--- src/rtl/shift_pipe_pkg.sv ---
// Shared mode/direction constants and the bit-reverse helper used by the
// pipelined barrel shifter.
package shift_pipe_pkg;

  typedef enum logic [1:0] {
    MODE_LOGIC = 2'b00,
    MODE_ARITH = 2'b01,
    MODE_ROT   = 2'b10,
    MODE_RSVD  = 2'b11
  } sh_mode_e;

  localparam logic DIR_LEFT  = 1'b0;
  localparam logic DIR_RIGHT = 1'b1;

  localparam int MAX_WIDTH = 64;

  // Reverses the low 'width' bits of v; bits above 'width' come back as zero.
  function automatic logic [MAX_WIDTH-1:0] bit_rev(input logic [MAX_WIDTH-1:0] v,
                                                   input int width);
    logic [MAX_WIDTH-1:0] r;
    r = '0;
    for (int i = 0; i < MAX_WIDTH; i++) begin
      if (i < width) r[i] = v[width-1-i];
    end
    return r;
  endfunction

endpackage

--- src/rtl/shift_pipe_if.sv ---
// Request/response bundle of the pipelined shifter; the shifter is the slave,
// the operand source and result sink together act as the master.
interface shift_pipe_if #(parameter int WIDTH = 32);
  localparam int AMT_W = $clog2(WIDTH);

  logic             in_valid;
  logic             in_ready;
  logic             sh_dir;
  logic [1:0]       sh_mode;
  logic [AMT_W-1:0] sh_amt;
  logic [WIDTH-1:0] d_in;
  logic             out_valid;
  logic             out_ready;
  logic [WIDTH-1:0] d_out;
  logic             out_zero;

  modport master (
    output in_valid, sh_dir, sh_mode, sh_amt, d_in, out_ready,
    input  in_ready, out_valid, d_out, out_zero
  );

  modport slave (
    input  in_valid, sh_dir, sh_mode, sh_amt, d_in, out_ready,
    output in_ready, out_valid, d_out, out_zero
  );
endinterface

--- src/rtl/shift_pipe_stage.sv ---
// One shifter stage: conditional left shift/rotate by 2**STAGE followed by
// the stage register. Right shifts arrive here already bit-reversed.
module shift_pipe_stage
  import shift_pipe_pkg::*;
#(
  parameter int WIDTH = 32,
  parameter int STAGE = 0
) (
  input  logic                     clk,
  input  logic                     rst_n,
  input  logic                     adv,
  input  logic                     up_valid,
  input  logic                     up_dir,
  input  logic [1:0]               up_mode,
  input  logic [$clog2(WIDTH)-1:0] up_amt,
  input  logic [WIDTH-1:0]         up_data,
  output logic                     valid,
  output logic                     dir,
  output logic [1:0]               mode,
  output logic [$clog2(WIDTH)-1:0] amt,
  output logic [WIDTH-1:0]         data
);

  localparam int SHIFT = 1 << STAGE;

  logic             fill;
  logic [WIDTH-1:0] shifted;

  // In the reversed domain the original sign bit sits at bit 0 and stays
  // there, so arithmetic right shifts keep refilling from data[0].
  always_comb begin
    fill    = 1'b0;
    shifted = up_data;
    if (up_mode == MODE_ARITH && up_dir == DIR_RIGHT) fill = up_data[0];
    if (up_amt[STAGE]) begin
      if (up_mode == MODE_ROT)
        shifted = {up_data[WIDTH-1-SHIFT:0], up_data[WIDTH-1 -: SHIFT]};
      else
        shifted = {up_data[WIDTH-1-SHIFT:0], {SHIFT{fill}}};
    end
  end

  always_ff @(posedge clk or negedge rst_n) begin
    if (!rst_n) begin
      valid <= 1'b0;
      dir   <= 1'b0;
      mode  <= '0;
      amt   <= '0;
      data  <= '0;
    end else if (adv) begin
      valid <= up_valid;
      dir   <= up_dir;
      mode  <= up_mode;
      amt   <= up_amt;
      data  <= shifted;
    end
  end

endmodule

--- src/rtl/shift_pipe.sv ---
// Pipelined barrel shifter: one stage per shift-amount bit, whole pipe
// advances together whenever the output slot is free or being drained.
module shift_pipe
  import shift_pipe_pkg::*;
#(
  parameter int WIDTH = 32
) (
  input  logic        clk,
  input  logic        rst_n,
  shift_pipe_if.slave bus
);

  localparam int AMT_W = $clog2(WIDTH);

  logic                 adv;
  logic                 valid_s [AMT_W+1];
  logic                 dir_s   [AMT_W+1];
  logic [1:0]           mode_s  [AMT_W+1];
  logic [AMT_W-1:0]     amt_s   [AMT_W+1];
  logic [WIDTH-1:0]     data_s  [AMT_W+1];
  logic [MAX_WIDTH-1:0] rev_in;
  logic [MAX_WIDTH-1:0] rev_out;
  logic                 unused_tail;

  // Right shifts run as reverse / left shift / reverse.
  assign rev_in     = bit_rev(MAX_WIDTH'(bus.d_in), WIDTH);
  assign valid_s[0] = bus.in_valid;
  assign dir_s[0]   = bus.sh_dir;
  assign mode_s[0]  = bus.sh_mode;
  assign amt_s[0]   = bus.sh_amt;
  assign data_s[0]  = (bus.sh_dir == DIR_RIGHT) ? rev_in[WIDTH-1:0] : bus.d_in;

  generate
    for (genvar k = 0; k < AMT_W; k++) begin : g_stage
      shift_pipe_stage #(
        .WIDTH (WIDTH),
        .STAGE (k)
      ) u_stage (
        .clk      (clk),
        .rst_n    (rst_n),
        .adv      (adv),
        .up_valid (valid_s[k]),
        .up_dir   (dir_s[k]),
        .up_mode  (mode_s[k]),
        .up_amt   (amt_s[k]),
        .up_data  (data_s[k]),
        .valid    (valid_s[k+1]),
        .dir      (dir_s[k+1]),
        .mode     (mode_s[k+1]),
        .amt      (amt_s[k+1]),
        .data     (data_s[k+1])
      );
    end
  endgenerate

  assign rev_out = bit_rev(MAX_WIDTH'(data_s[AMT_W]), WIDTH);

  assign adv           = !valid_s[AMT_W] || bus.out_ready;
  assign bus.in_ready  = adv;
  assign bus.out_valid = valid_s[AMT_W];
  assign bus.d_out     = (dir_s[AMT_W] == DIR_RIGHT) ? rev_out[WIDTH-1:0] : data_s[AMT_W];
  assign bus.out_zero  = valid_s[AMT_W] && (data_s[AMT_W] == '0);

  // Mode/amount are spent by the last stage; upper reverse bits are padding.
  assign unused_tail = ^{rev_in, rev_out, mode_s[AMT_W], amt_s[AMT_W]};

endmodule

--- src/flat_wrapper.sv ---
// flat-port wrapper written by rule: the top's interface ports become plain ports
module shift_pipe_flat import shift_pipe_pkg::*;
#(
  parameter int WIDTH = 32
)
  (clk, rst_n, bus_in_valid, bus_sh_dir, bus_sh_mode, bus_sh_amt, bus_d_in, bus_out_ready, bus_in_ready, bus_out_valid, bus_d_out, bus_out_zero);
  shift_pipe_if #(.WIDTH(WIDTH)) bus_i ();
  input  logic clk;
  input  logic rst_n;
  input wire logic [$bits(bus_i.in_valid)-1:0] bus_in_valid;
  input wire logic [$bits(bus_i.sh_dir)-1:0] bus_sh_dir;
  input wire logic [$bits(bus_i.sh_mode)-1:0] bus_sh_mode;
  input wire logic [$bits(bus_i.sh_amt)-1:0] bus_sh_amt;
  input wire logic [$bits(bus_i.d_in)-1:0] bus_d_in;
  input wire logic [$bits(bus_i.out_ready)-1:0] bus_out_ready;
  output wire logic [$bits(bus_i.in_ready)-1:0] bus_in_ready;
  output wire logic [$bits(bus_i.out_valid)-1:0] bus_out_valid;
  output wire logic [$bits(bus_i.d_out)-1:0] bus_d_out;
  output wire logic [$bits(bus_i.out_zero)-1:0] bus_out_zero;
  assign bus_i.in_valid = bus_in_valid;
  assign bus_i.sh_dir = bus_sh_dir;
  assign bus_i.sh_mode = bus_sh_mode;
  assign bus_i.sh_amt = bus_sh_amt;
  assign bus_i.d_in = bus_d_in;
  assign bus_i.out_ready = bus_out_ready;
  assign bus_in_ready = bus_i.in_ready;
  assign bus_out_valid = bus_i.out_valid;
  assign bus_d_out = bus_i.d_out;
  assign bus_out_zero = bus_i.out_zero;
  shift_pipe #(.WIDTH(WIDTH)) u_core (.clk(clk), .rst_n(rst_n), .bus(bus_i));
endmodule
--- config.mk ---
export PLATFORM = sky130hd
export DESIGN_NAME = shift_pipe_flat
export DESIGN_NICKNAME = d
export VERILOG_FILES = /design/src/rtl/shift_pipe_pkg.sv /design/src/rtl/shift_pipe_if.sv /design/src/rtl/shift_pipe_stage.sv /design/src/rtl/shift_pipe.sv /design/src/flat_wrapper.sv
export SDC_FILE = /design/constraint.sdc
export NUM_CORES = 1
export LEC_CHECK = 0
export CAP_MARGIN = 5
export CORE_MARGIN = 2
export CORE_UTILIZATION = 30
export DETAILED_ROUTE_END_ITERATION = 10
export REMOVE_ABC_BUFFERS = 1
export SETUP_SLACK_MARGIN = 0.5
export SYNTH_ARGS = -nofsm -noshare
export SYNTH_HDL_FRONTEND = slang
export SYNTH_SLANG_ARGS = --single-unit
--- constraint.sdc ---
create_clock -name clk -period 1.4 [get_ports clk]
set_input_delay 0.14 -clock clk [delete_from_list [all_inputs] [get_ports clk]]
set_output_delay 0.14 -clock clk [all_outputs]
set_load 0.02 [all_outputs]
After elaboration in Yosys (flattened, before gate mapping):

Cells that the tools add are included.
Widths: inputs -> output; s select.

* register bits after elaboration: 198
* output and inout port bits: 35
* word-level logic and storage cells: 59

* equal/unequal tests: 10
* muxes and demuxes: 17
* reduce and logical (&&, ||, !) cells: 9

Operators with widths (number)
* $mux 32: 7
* $logic_not 32->1: 1
* $mux 16: 1
* $eq 2x1->1 const B: 5
* $eq 2x2->1 const B: 5
* $mux 8: 1
* $logic_and 1x1->1: 6
* $mux 1: 6
* $mux 4: 1
* $mux 2: 1
* $logic_not 1->1: 1
* $logic_or 1x1->1: 1

Depth between registers and ports, before layout:

Gate-level depths: netlist (run 1).

* depth in word-level cells: 5
* depth in mapped cells: 7

Hierarchy:

Synthesis (run 1) repeated with hierarchy kept, for this count alone.

* cell total of the unflattened synthesis: 922
* area, all modules: 10691.5 µm²

By module, submodules not included
* shift_pipe_stage (u_core.g_stage[4].u_stage): instances 1, cells an instance 182, area each 2075.7 µm², seq. area each 1026.0 µm²
* shift_pipe_stage (u_core.g_stage[3].u_stage): instances 1, cells an instance 170, area each 1931.9 µm², seq. area each 1026.0 µm²
* shift_pipe_stage (u_core.g_stage[2].u_stage): instances 1, cells an instance 164, area each 1926.8 µm², seq. area each 1026.0 µm²
* shift_pipe_stage (u_core.g_stage[0].u_stage): instances 1, cells an instance 160, area each 1903.1 µm², seq. area each 1026.0 µm²
* shift_pipe_stage (u_core.g_stage[1].u_stage): instances 1, cells an instance 161, area each 1880.6 µm², seq. area each 1026.0 µm²
* shift_pipe: instances 1, cells an instance 85, area each 973.4 µm², seq. area each 0.0 µm²

Worst setup path after synthesis (run 1):

OpenSTA, ideal clock, no wires.

* path type: register -> output
* from: reg u_core.g_stage[4].u_stage.valid
* to: out bus_out_zero
* arrival time: 1.306 ns
* slack: -0.046 ns
* cell stages (with the launch flop): 4
* path buffers: 0
* path through: dfrtp_1 > nor4b_1 > nand4_1 > nor3_1

* cells in the longest elaborated chain, start to end: 1

RTL lines
* from (decl): RTL line shift_pipe_stage.sv:17 `output logic valid,`
* from (signal assigned): RTL line shift_pipe_stage.sv:51 `valid <= up_valid;`
* $logic_and 1x1->1: RTL line shift_pipe.sv:62 `assign bus.out_zero = valid_s[AMT_W] && (data_s[AMT_W] == '0);`
* to (decl): RTL line flat_wrapper.sv:19 `output wire logic [$bits(bus_i.out_zero)-1:0] bus_out_zero;`

No other way between the ends.

Final worst setup path (run 1):

* from: reg u_core.g_stage[4].u_stage.data[17]
* to: out bus_out_zero

* cells in the longest elaborated chain, start to end: 2

RTL lines
* from (decl): RTL line shift_pipe_stage.sv:21 `output logic [WIDTH-1:0] data`
* from (signal assigned): RTL line shift_pipe_stage.sv:55 `data <= shifted;`
* $logic_not 32->1: RTL line shift_pipe.sv:62
* $logic_and 1x1->1: RTL line shift_pipe.sv:62

No other way between the ends.

==> impl_metrics.yaml, run 1 <==
synth:
  synthTopCellsByArea: "dfrtp_1 (49%), mux2i_1 (11%), nand2_1 (7.9%), o21ai_0 (7.3%), mux4_2 (5.6%)"
  syn_area_per_cell_sq_um: 10.01
  synthAdderAreaFrac: 0
  synth-seq-area-share: 0.4852
  yosys-top-cells-count: "nand2_1 (204), dfrtp_1 (188), o21ai_0 (141)"
  ys_warn_count: 0
  muxShareOfSynthArea: 0.2129
  synth-simple-area-share: 0.1709
  synth_edf_count: 0
  synth_top_area_frac: 0.4852
  synthXorXnorAreaFrac: 0.0009033
  yosysTopAreaCell: "dfrtp_1"
  synth_compound_area_frac: 0.08620
  synth_cell_types: 38
  ys_ff_latch: 188
  synthArstFlopShare: 1.000
  yosysMostFrequentCell: "nand2_1"
  ys.flop_type: "dfrtp_1"
  syn_inst: 969
  synth_top_family_by_area: "multiplexers"
  synth.cell_area_sq_um: 9696
die:
  rows: 65
  die_w_microns: 183.8
  chipHeight_microns: 183.8
  dieArea_sq_um: 33770
  start_util: 0.3057
  io_pins: 79
  coreArea_sq_um: 31720
setup_path:
  worstSetupPathType: "reg2out"
  r2r_slack_ns: -0.38
  r2r-end: "u_core.g_stage[2].u_stage.data[3]"
  cp-end-kind: "output pin"
  rr_startpoint: "u_core.g_stage[4].u_stage.valid"
  crit_path_start_kind: "register"
  crit_arrival_ns: 1.68
  critPathRequiredTime_ns: 1.26
  crit_fanout: 2
  r2r_cells: 9
final_layout:
  nFillCells: 2717
  postLayoutCoreUtil: 0.4858
  synthToLayoutAreaGrowth_pct: 58.94
  drive_gt1_frac: 0.4849
  design_area_sq_um: 15410
  layout.nets: 1193
  num_antenna_cells: 0
sta:
  setup_violations: 222
  rsz0062_at_grt: "true"
  finalCriticalPeriod_ns: 1.820
  hold_viol_final: 0
  relSlewSlack: 0.7290
  tns_ns: -58.51
  final.setup_skew_ns: 0.007711
  max_freq_mhz: 549.3
  worst_pin_slew_ns: 0.4057
  final_max_slew_viol_count: 0
  fin_crit_sh: 1.300
  worst_slack_ns: -0.4204
clock_tree:
  cts_max_path_buffers: 2
  cts_tree: "built"
  clock_latency_ns: 0.43
  clock-sinks: 188
  numCtsBuffers: 17
  clkSlewWorstSetupHoldPaths_ns: 0.07
  htree_levels: 4
  cts.root.buffer_cell: "clkbuf_16"
run_status:
  violations: "negative setup slack"
  status: "complete, but fails checks"
grt:
  grt_pass1_vias: 7527
  grt_pass1_wl_mm: 41.52
  overflow: 0
  grt_antenna_before_repair: 0
  grt_max_degree: 60
  grt_use_total: 0.1550
placement:
  gp_congestion: 0.7620
  io_buffers: 78
  placed_area_sq_um: 11410
  dp.final_hpwl_mm: 16.03
detailed_routing:
  drtPass1Iterations: 5
  drtIter0Drc: 497
  ant_nets: 0
  viasPerCell: 5.058
  detail_route.wl_per_cell_microns: 17.90
  wl_mm: 27.98
  vias: 7906
  drc_errors: 0
min_path:
  hp-class: "in2reg"
  min_to: "u_core.g_stage[0].u_stage.dir"
  hold_start: "bus_sh_dir"
  holdPathStages: 3
job:
  drv_cap: 0
pwr:
  leakagePower_uw: 0.007012
  ir_drop_v: 0.001119
  p_per_area_nw_per_um2: 2321
## how the worst max path moves through the flow
stage                                                   from                                 to  slack, ns  depth (start not counted)
after floorplan              u_core.g_stage[4].u_stage.valid  u_core.g_stage[0].u_stage.data[1]      -4.05                          3
after global placement    u_core.g_stage[4].u_stage.data[17]                       bus_out_zero      -0.53                          5
after detailed placement  u_core.g_stage[4].u_stage.data[18]                       bus_out_zero      -0.56                          5
after CTS                      u_core.g_stage[4].u_stage.dir                      bus_d_out[14]      -0.45                          3
after global routing      u_core.g_stage[4].u_stage.data[17]                       bus_out_zero      -0.54                          5
final                     u_core.g_stage[4].u_stage.data[17]                       bus_out_zero      -0.42                          5
## cells by family (layout without fill, tap and decap cells)
group | count (synthesis) | after routing
xor+xnor | 1 | 1
compound gates | 163 | 163
buf+inv | 81 | 273
flops | 188 | 188
simple gates | 372 | 372
mux | 164 | 164
## placed cells by master, fill, tap and decap left out, types with 25 or more instances in the layout
master | synthesis | layout
dfrtp_1 | 188 | 187
mux2i_1 | 102 | 102
o21ai_2 | 0 | 84
nand2_2 | 0 | 75
nand2_4 | 0 | 73
nor2_1 | 93 | 60
nand2_1 | 204 | 56
buf_4 | 1 | 52
buf_6 | 2 | 48
o21ai_1 | 12 | 42
clkdlybuf4s50_1 | 0 | 41
buf_12 | 2 | 37
buf_16 | 0 | 33
mux2_4 | 0 | 30
nor2_4 | 0 | 29
clkbuf_16 | 0 | 29
o21ai_0 | 141 | 25
## metal layers
| layer | vias to the layer above | wire length (microns) | part of all wire | GRT usage |
|---|---|---|---|---|
| met1 | 3987 | 12790 | 0.46 | 0.2189 |
| met4 | 0 | 191 | 0.0068 | 0.03040 |
| li1 | 3757 | - | - | - |
| met3 | 12 | 869 | 0.031 | 0.02793 |
| met5 | - | 0 | 0 | 0 |
| met2 | 150 | 14130 | 0.50 | 0.2506 |
## repair_timing
| action | CTS | global route |
|---|---|---|
| setup endpoints to repair | 223 | 223 |
| hold endpoints to repair | 188 | 0 |
| gates cloned | 30 | 14 |
| pin swaps | 61 | 125 |
| gates resized for setup | 347 | 478 |
| buffers inserted | 18 | 17 |
| hold buffers | 1 | 0 |
## stage by stage
step                instances  total power (uW)  worst slack [ns]  hold slack (ns)
floorplan                 892             16740            -4.047          -0.1556
global placement         1452             21990           -0.5264         0.006762
detailed placement       1452             22320           -0.5572          0.01273
CTS                      1532             30240           -0.4525          0.01230
global route             1563             37730           -0.5430          0.02319
finish                   1563             35770           -0.4204          0.01241
## critical path, cell delays in order, from the launching register on
cell and delay (ns):
dfrtp_1 0.39, nor4_2 0.28, buf_4 0.16, nand4_1 0.11, nor3_2 0.14, buf_4 0.17
## report_power, final
group | internal, uW | total [uW] | switching (uW)
combinational | 10600 | 19800 | 9150
sequential | 7990 | 10800 | 2840
clock | 3080 | 5180 | 2090
total | 21700 | 35800 | 14100
## final cells by class
type | count | area, sq um | share of cell area
Inverter | 4 | 27.53 | 0.001786
Multi-Input combinational cell | 700 | 6058 | 0.3931
Clock buffer | 21 | 460.4 | 0.02988
Sequential cell | 188 | 4706 | 0.3054
Clock inverter | 10 | 163.9 | 0.01064
Timing Repair Buffer | 238 | 3491 | 0.2265
Tap cell | 402 | 503.0 | 0.03264
## registers in the layout, summed over array words and instances (netlist names)
register                      flops
u_core.g_stage.u_stage.amt       10
u_core.g_stage.u_stage.data     160
u_core.g_stage.u_stage.dir        5
u_core.g_stage.u_stage.mode       8
u_core.g_stage.u_stage.valid      5
Power figures use the tool's default switching activity.
==> inputs of run 2 (changes only) <==
==> constraint.sdc (replaced) <==
create_clock -name clk -period 1.8 [get_ports clk]
set_input_delay 0.18 -clock clk [delete_from_list [all_inputs] [get_ports clk]]
set_output_delay 0.18 -clock clk [all_outputs]
set_load 0.02 [all_outputs]
==> impl_metrics.yaml, run 2 (same netlist as run 1, synthesis figures left out) <==
placement:
  gp_congestion: 0.7509
  io_buffers: 78
  dp.final_hpwl_mm: 15.20
min_path:
  hp-class: "in2reg"
  min_to: "u_core.g_stage[0].u_stage.dir"
  holdPathStages: 3
  hold_start: "bus_sh_dir"
clock_tree:
  cts_tree: "built"
  clkSlewWorstSetupHoldPaths_ns: 0.07
  clock_latency_ns: 0.44
  cts.root.buffer_cell: "clkbuf_16"
  htree_levels: 4
  clock-sinks: 188
  cts_max_path_buffers: 2
  numCtsBuffers: 17
final_layout:
  regArea_sq_um: 4707
  top_register: "u_core.g_stage.u_stage.data"
  largest_register_ffs: 160
  top_regs: "u_core.g_stage.u_stage.data x160, u_core.g_stage.u_stage.amt x10, u_core.g_stage.u_stage.mode x8"
  synthToLayoutAreaGrowth_pct: 57.83
  layout.nets: 1188
  multi_input_area_sq_um: 6058
  nFillCells: 2704
  drive_gt1_frac: 0.4745
  num_antenna_cells: 0
  final_cell_mix: "dfrtp_1 (186), mux2i_1 (102), nand2_1 (91)"
  final_common_cell: "dfrtp_1"
setup_path:
  critPathRequiredTime_ns: 1.62
  crit_fanout: 2
  cp-end-kind: "output pin"
  max_stage_delay_ns: 0.39
  crit_top_cell: "buf_4"
  r2r_cells: 10
  crit_arrival_ns: 1.68
  critical_path.slowest_cell: "dfrtp_1"
  rr_startpoint: "u_core.g_stage[4].u_stage.valid"
  path_cells: "nor4_2 -> buf_4 -> nand4_1 -> nor3_2 -> buf_4"
  worstSetupPathType: "reg2out"
  crit_path_start_kind: "register"
  r2r_slack_ns: 0.22
  r2r-end: "u_core.g_stage[0].u_stage.data[19]"
die:
  start_util: 0.3057
  die_w_microns: 183.8
  chipHeight_microns: 183.8
  io_pins: 79
  rows: 65
  dieArea_sq_um: 33770
  coreArea_sq_um: 31720
grt:
  grt_pass1_vias: 7662
  grt_antenna_before_repair: 0
  grt_pass1_wl_mm: 42.66
  grt_use_total: 0.1614
  overflow: 0
  grt_max_degree: 50
sta:
  hold_slack_ns: 0.06375
  fin_crit_sh: 1.031
  hold_viol_final: 0
  final.setup_skew_ns: 0.009044
  worst_slack_ns: -0.05595
  final_max_slew_viol_count: 0
  worst_pin_slew_ns: 0.4444
  relSlewSlack: 0.6952
  tns_ns: -0.6503
  max_freq_mhz: 538.8
  finalCriticalPeriod_ns: 1.856
  setup_violations: 25
  rsz0062_at_grt: "true"
detailed_routing:
  detail_route.wl_per_cell_microns: 18.81
  vias: 7942
  ant_nets: 0
  drc_errors: 0
  wl_mm: 29.33
  drtPass1Iterations: 5
  viasPerCell: 5.094
  drtIter0Drc: 514
run_status:
  violations: "negative setup slack"
  status: "complete, but fails checks"
pwr:
  leakagePower_uw: 0.006809
  p_per_area_nw_per_um2: 1809
  total_power_uw: 27680
  ir_drop_v: 0.0009358
job:
  drv_cap: 0
==> run 2: cell types whose count changed in the layout (fill, tap and decap cells not counted), sizes merged <==
cell / previous run / this run
clkbuf: 33 / 36
inv: 4 / 6
bufinv: 4 / 2
clkinv: 5 / 4
buf: 184 / 178
==> run 2: worst max path at each step <==
stage / startpoint / slack [ns] / cells after the start / to
2_1_floorplan: u_core.g_stage[4].u_stage.valid / -3.65 / 3 / u_core.g_stage[0].u_stage.data[1]
4_1_cts: u_core.g_stage[4].u_stage.dir / -0.11 / 3 / bus_d_out[0]
6_report: u_core.g_stage[4].u_stage.data[17] / -0.06 / 5 / bus_out_zero
3_5_place_dp: u_core.g_stage[4].u_stage.data[18] / -0.18 / 5 / bus_out_zero
5_1_grt: u_core.g_stage[4].u_stage.data[17] / -0.14 / 5 / bus_out_zero
3_3_place_gp: u_core.g_stage[4].u_stage.data[18] / -0.17 / 5 / bus_out_zero
==> run 2: critical path: cells and delay by family (launching register included) <==
| family | cells | cell delay (ns) |
|---|---|---|
| buffers and inverters | 2 | 0.32 |
| flip-flops | 1 | 0.39 |
| AND/OR/NAND/NOR | 3 | 0.52 |
==> run 2: layer usage <==
metal / vias to the layer above / routed length [microns] / GRT usage / share of wire
li1: 3754 / - / - / -
met1: 3958 / 13100 / 0.2250 / 0.45
met2: 189 / 14640 / 0.2602 / 0.50
met3: 41 / 965 / 0.02516 / 0.033
met4: 0 / 618 / 0.04640 / 0.021
met5: - / 0 / 0 / 0
==> run 2: final cells by class <==
class                           instances  share of cell area
Clock buffer                           23             0.03189
Sequential cell                       188              0.3076
Tap cell                              402             0.03287
Multi-Input combinational cell        700              0.3959
Timing Repair Buffer                  233              0.2231
Clock inverter                          9            0.007114
Inverter                                4            0.001472
==> run 2: timing repair <==
| item | in CTS | in global routing |
|---|---|---|
| endpoints found under the hold margin | 38 | 0 |
| pin swaps | 57 | 119 |
| resized for setup | 454 | 380 |
| buffers inserted | 36 | 13 |
| endpoints found under the setup margin | 201 | 223 |
| gates cloned | 28 | 15 |
| hold buffers | 1 | 0 |
==> run 2: report_power, final <==
group / switching (uW) / internal, uW
sequential: 2520 / 6210
clock: 1660 / 2200
combinational: 6960 / 8130
==> run 2: stage by stage <==
stage                     area [sq um]  cells  setup slack (ns)    util
final                            15300   1559          -0.05595  0.4824
after global placement           11220   1434           -0.1688  0.3537
after global routing             15300   1559           -0.1445  0.4824
after CTS                        13590   1531           -0.1057  0.4286
after detailed placement         11220   1434           -0.1824  0.3537
after floorplan                   9285    892            -3.647       -
==> inputs of run 3 (changes only) <==
--- a/config.mk
+++ b/config.mk
@@ -6,7 +6,6 @@
 export NUM_CORES = 1
 export LEC_CHECK = 0
 export CAP_MARGIN = 5
-export CORE_MARGIN = 2
 export CORE_UTILIZATION = 30
 export DETAILED_ROUTE_END_ITERATION = 10
 export REMOVE_ABC_BUFFERS = 1
==> impl_metrics.yaml, run 3 (same netlist as run 1, synthesis figures left out) <==
run_status:
  status: "complete, but fails checks"
  violations: "negative setup slack"
final_layout:
  final_common_cell: "dfrtp_1"
  nFillCells: 2665
  layout.nets: 1193
  largest_register_ffs: 160
  final_cell_mix: "dfrtp_1 (186), mux2i_1 (102), o21ai_2 (100)"
  num_antenna_cells: 0
  top_regs: "u_core.g_stage.u_stage.data x160, u_core.g_stage.u_stage.amt x10, u_core.g_stage.u_stage.mode x8"
  synthToLayoutAreaGrowth_pct: 62.51
  drive_gt1_frac: 0.5043
  layoutNonFillerInstCount: 1564
  top_register: "u_core.g_stage.u_stage.data"
  postLayoutCoreUtil: 0.4980
detailed_routing:
  drc_errors: 0
  ant_nets: 0
  vias: 8258
  drtPass1Iterations: 5
  detail_route.wl_per_cell_microns: 19.94
  viasPerCell: 5.280
  drtIter0Drc: 535
  wl_mm: 31.19
die:
  die_w_microns: 181.8
  dieArea_sq_um: 33040
  coreArea_sq_um: 31640
  rows: 65
  chipHeight_microns: 181.8
  start_util: 0.3065
  io_pins: 79
setup_path:
  crit_top_cell: "buf_6"
  crit_path_start_kind: "register"
  critical_path.slowest_cell: "dfrtp_1"
  cp-end-kind: "register"
  max_stage_delay_ns: 0.38
  crit_arrival_ns: 2.21
  path_cells: "buf_6 -> buf_6 -> buf_6 -> nor2b_4 -> buf_12 -> buf_16 -> buf_6 -> buf_8 -> buf_12 -> buf_16 -> nand2_4 -> o21ai_2"
  critPathRequiredTime_ns: 2.13
  worstSetupPathType: "reg2reg"
  r2r_cells: 12
  crit_fanout: 8
sta:
  worst_slack_ns: -0.08398
  worst_pin_slew_ns: 0.4545
  final.setup_skew_ns: 0.008921
  max_freq_mhz: 530.8
  rsz0062_at_grt: "true"
  final_max_slew_viol_count: 0
  finalCriticalPeriod_ns: 1.884
  fin_crit_sh: 1.047
  relSlewSlack: 0.6883
  hold_viol_final: 0
  setup_violations: 52
clock_tree:
  htree_levels: 4
  cts.root.buffer_cell: "clkbuf_16"
  clkSlewWorstSetupHoldPaths_ns: 0.07
  cts_max_path_buffers: 2
  clock_latency_ns: 0.44
  clock-sinks: 188
  cts_tree: "built"
  numCtsBuffers: 17
job:
  drv_cap: 0
grt:
  grt_pass1_vias: 7903
  grt_use_total: 0.1744
  overflow: 0
  grt_max_degree: 50
  grt_antenna_before_repair: 0
  grt_pass1_wl_mm: 44.94
placement:
  dp.final_hpwl_mm: 15.14
  io_buffers: 78
  placed_cells: 1428
  gp_congestion: 0.7688
pwr:
  p_per_area_nw_per_um2: 1826
  ir_drop_v: 0.0009433
  leakagePower_uw: 0.007030
min_path:
  holdPathStages: 3
  hp-class: "in2reg"
-- run 3: cell types whose count changed in the layout (fill, tap and decap cells not counted), moves of 6 or more --
| cell | previous run | this run |
|---|---|---|
| buf_12 | 39 | 26 |
| buf_16 | 30 | 43 |
| nor2_1 | 44 | 38 |
| nor2_4 | 40 | 49 |
| o21ai_0 | 21 | 11 |
| o21ai_1 | 45 | 34 |
| o21ai_2 | 84 | 100 |
-- run 3: final timing paths --
kind / start / to / slack (ns)
setup / recovery: u_core.g_stage[4].u_stage.valid / u_core.g_stage[2].u_stage.data[19] / -0.08
hold / removal: bus_sh_dir / u_core.g_stage[0].u_stage.dir / 0.11
setup reg to reg: u_core.g_stage[4].u_stage.valid / u_core.g_stage[2].u_stage.data[19] / -0.08
hold reg to reg: u_core.g_stage[0].u_stage.valid / u_core.g_stage[0].u_stage.valid / 0.49
max in group asynchronous: rst_n / u_core.g_stage[4].u_stage.data[13] / 0.87
min in group asynchronous: rst_n / u_core.g_stage[4].u_stage.data[15] / 0.24
-- run 3: cell type report --
class,instances,area (sq um),share of cell area
Timing Repair Buffer,238,3650,0.2316
Clock inverter,13,160.2,0.01016
Tap cell,402,503.0,0.03192
Sequential cell,188,4707,0.2987
Inverter,4,27.53,0.001747
Clock buffer,19,442.9,0.02811
Multi-Input combinational cell,700,6266,0.3977
-- run 3: power by group --
group          leakage, uW  total (uW)  internal, uW  switching [uW]
Sequential         0.00225        8650          6210            2440
Combinational      0.00449       16200          8620            7560
Clock             0.000292        3930          2130            1800
Total              0.00703       28800         17000           11800
-- run 3: repair_timing --
action / in CTS / in global routing
resized for setup: 424 / 476
pin swaps: 64 / 140
gates cloned: 36 / 20
endpoints found under the setup margin: 191 / 223
hold buffers: 1 / 0
setup buffers: 41 / 6
hold endpoints to repair: 39 / 0
-- run 3: critical path: cells and delay by family (launching register included) --
kind / cells / cell delay, ns
flops: 1 / 0.38
buf+inv: 9 / 1.13
simple gates: 2 / 0.19
compound gates: 1 / 0.06
-- run 3: through the flow --
stage / power [uW] / hold slack, ns / area [sq um] / worst slack (ns) / TNS (ns)
global placement: 16790 / 0.1333 / 11190 / -0.1929 / -0.1929
floorplan: 13020 / -0.1156 / 9285 / -3.647 / -510.68
detailed placement: 17030 / 0.1354 / 11190 / -0.1962 / -0.1962
CTS: 24400 / 0.1142 / 13790 / -0.08984 / -0.6166
global route: 30090 / 0.1199 / 15760 / -0.1251 / -4.846
finish: 28770 / 0.1104 / 15760 / -0.08398 / -1.631
-- run 3: metal layers --
metal  share of wire  vias up  GRT usage
met5               0        -          0
met4           0.022        0    0.05695
met3           0.042       53    0.03430
met2            0.50      251     0.2806
met1            0.43     4187     0.2352
li1                -     3767          -
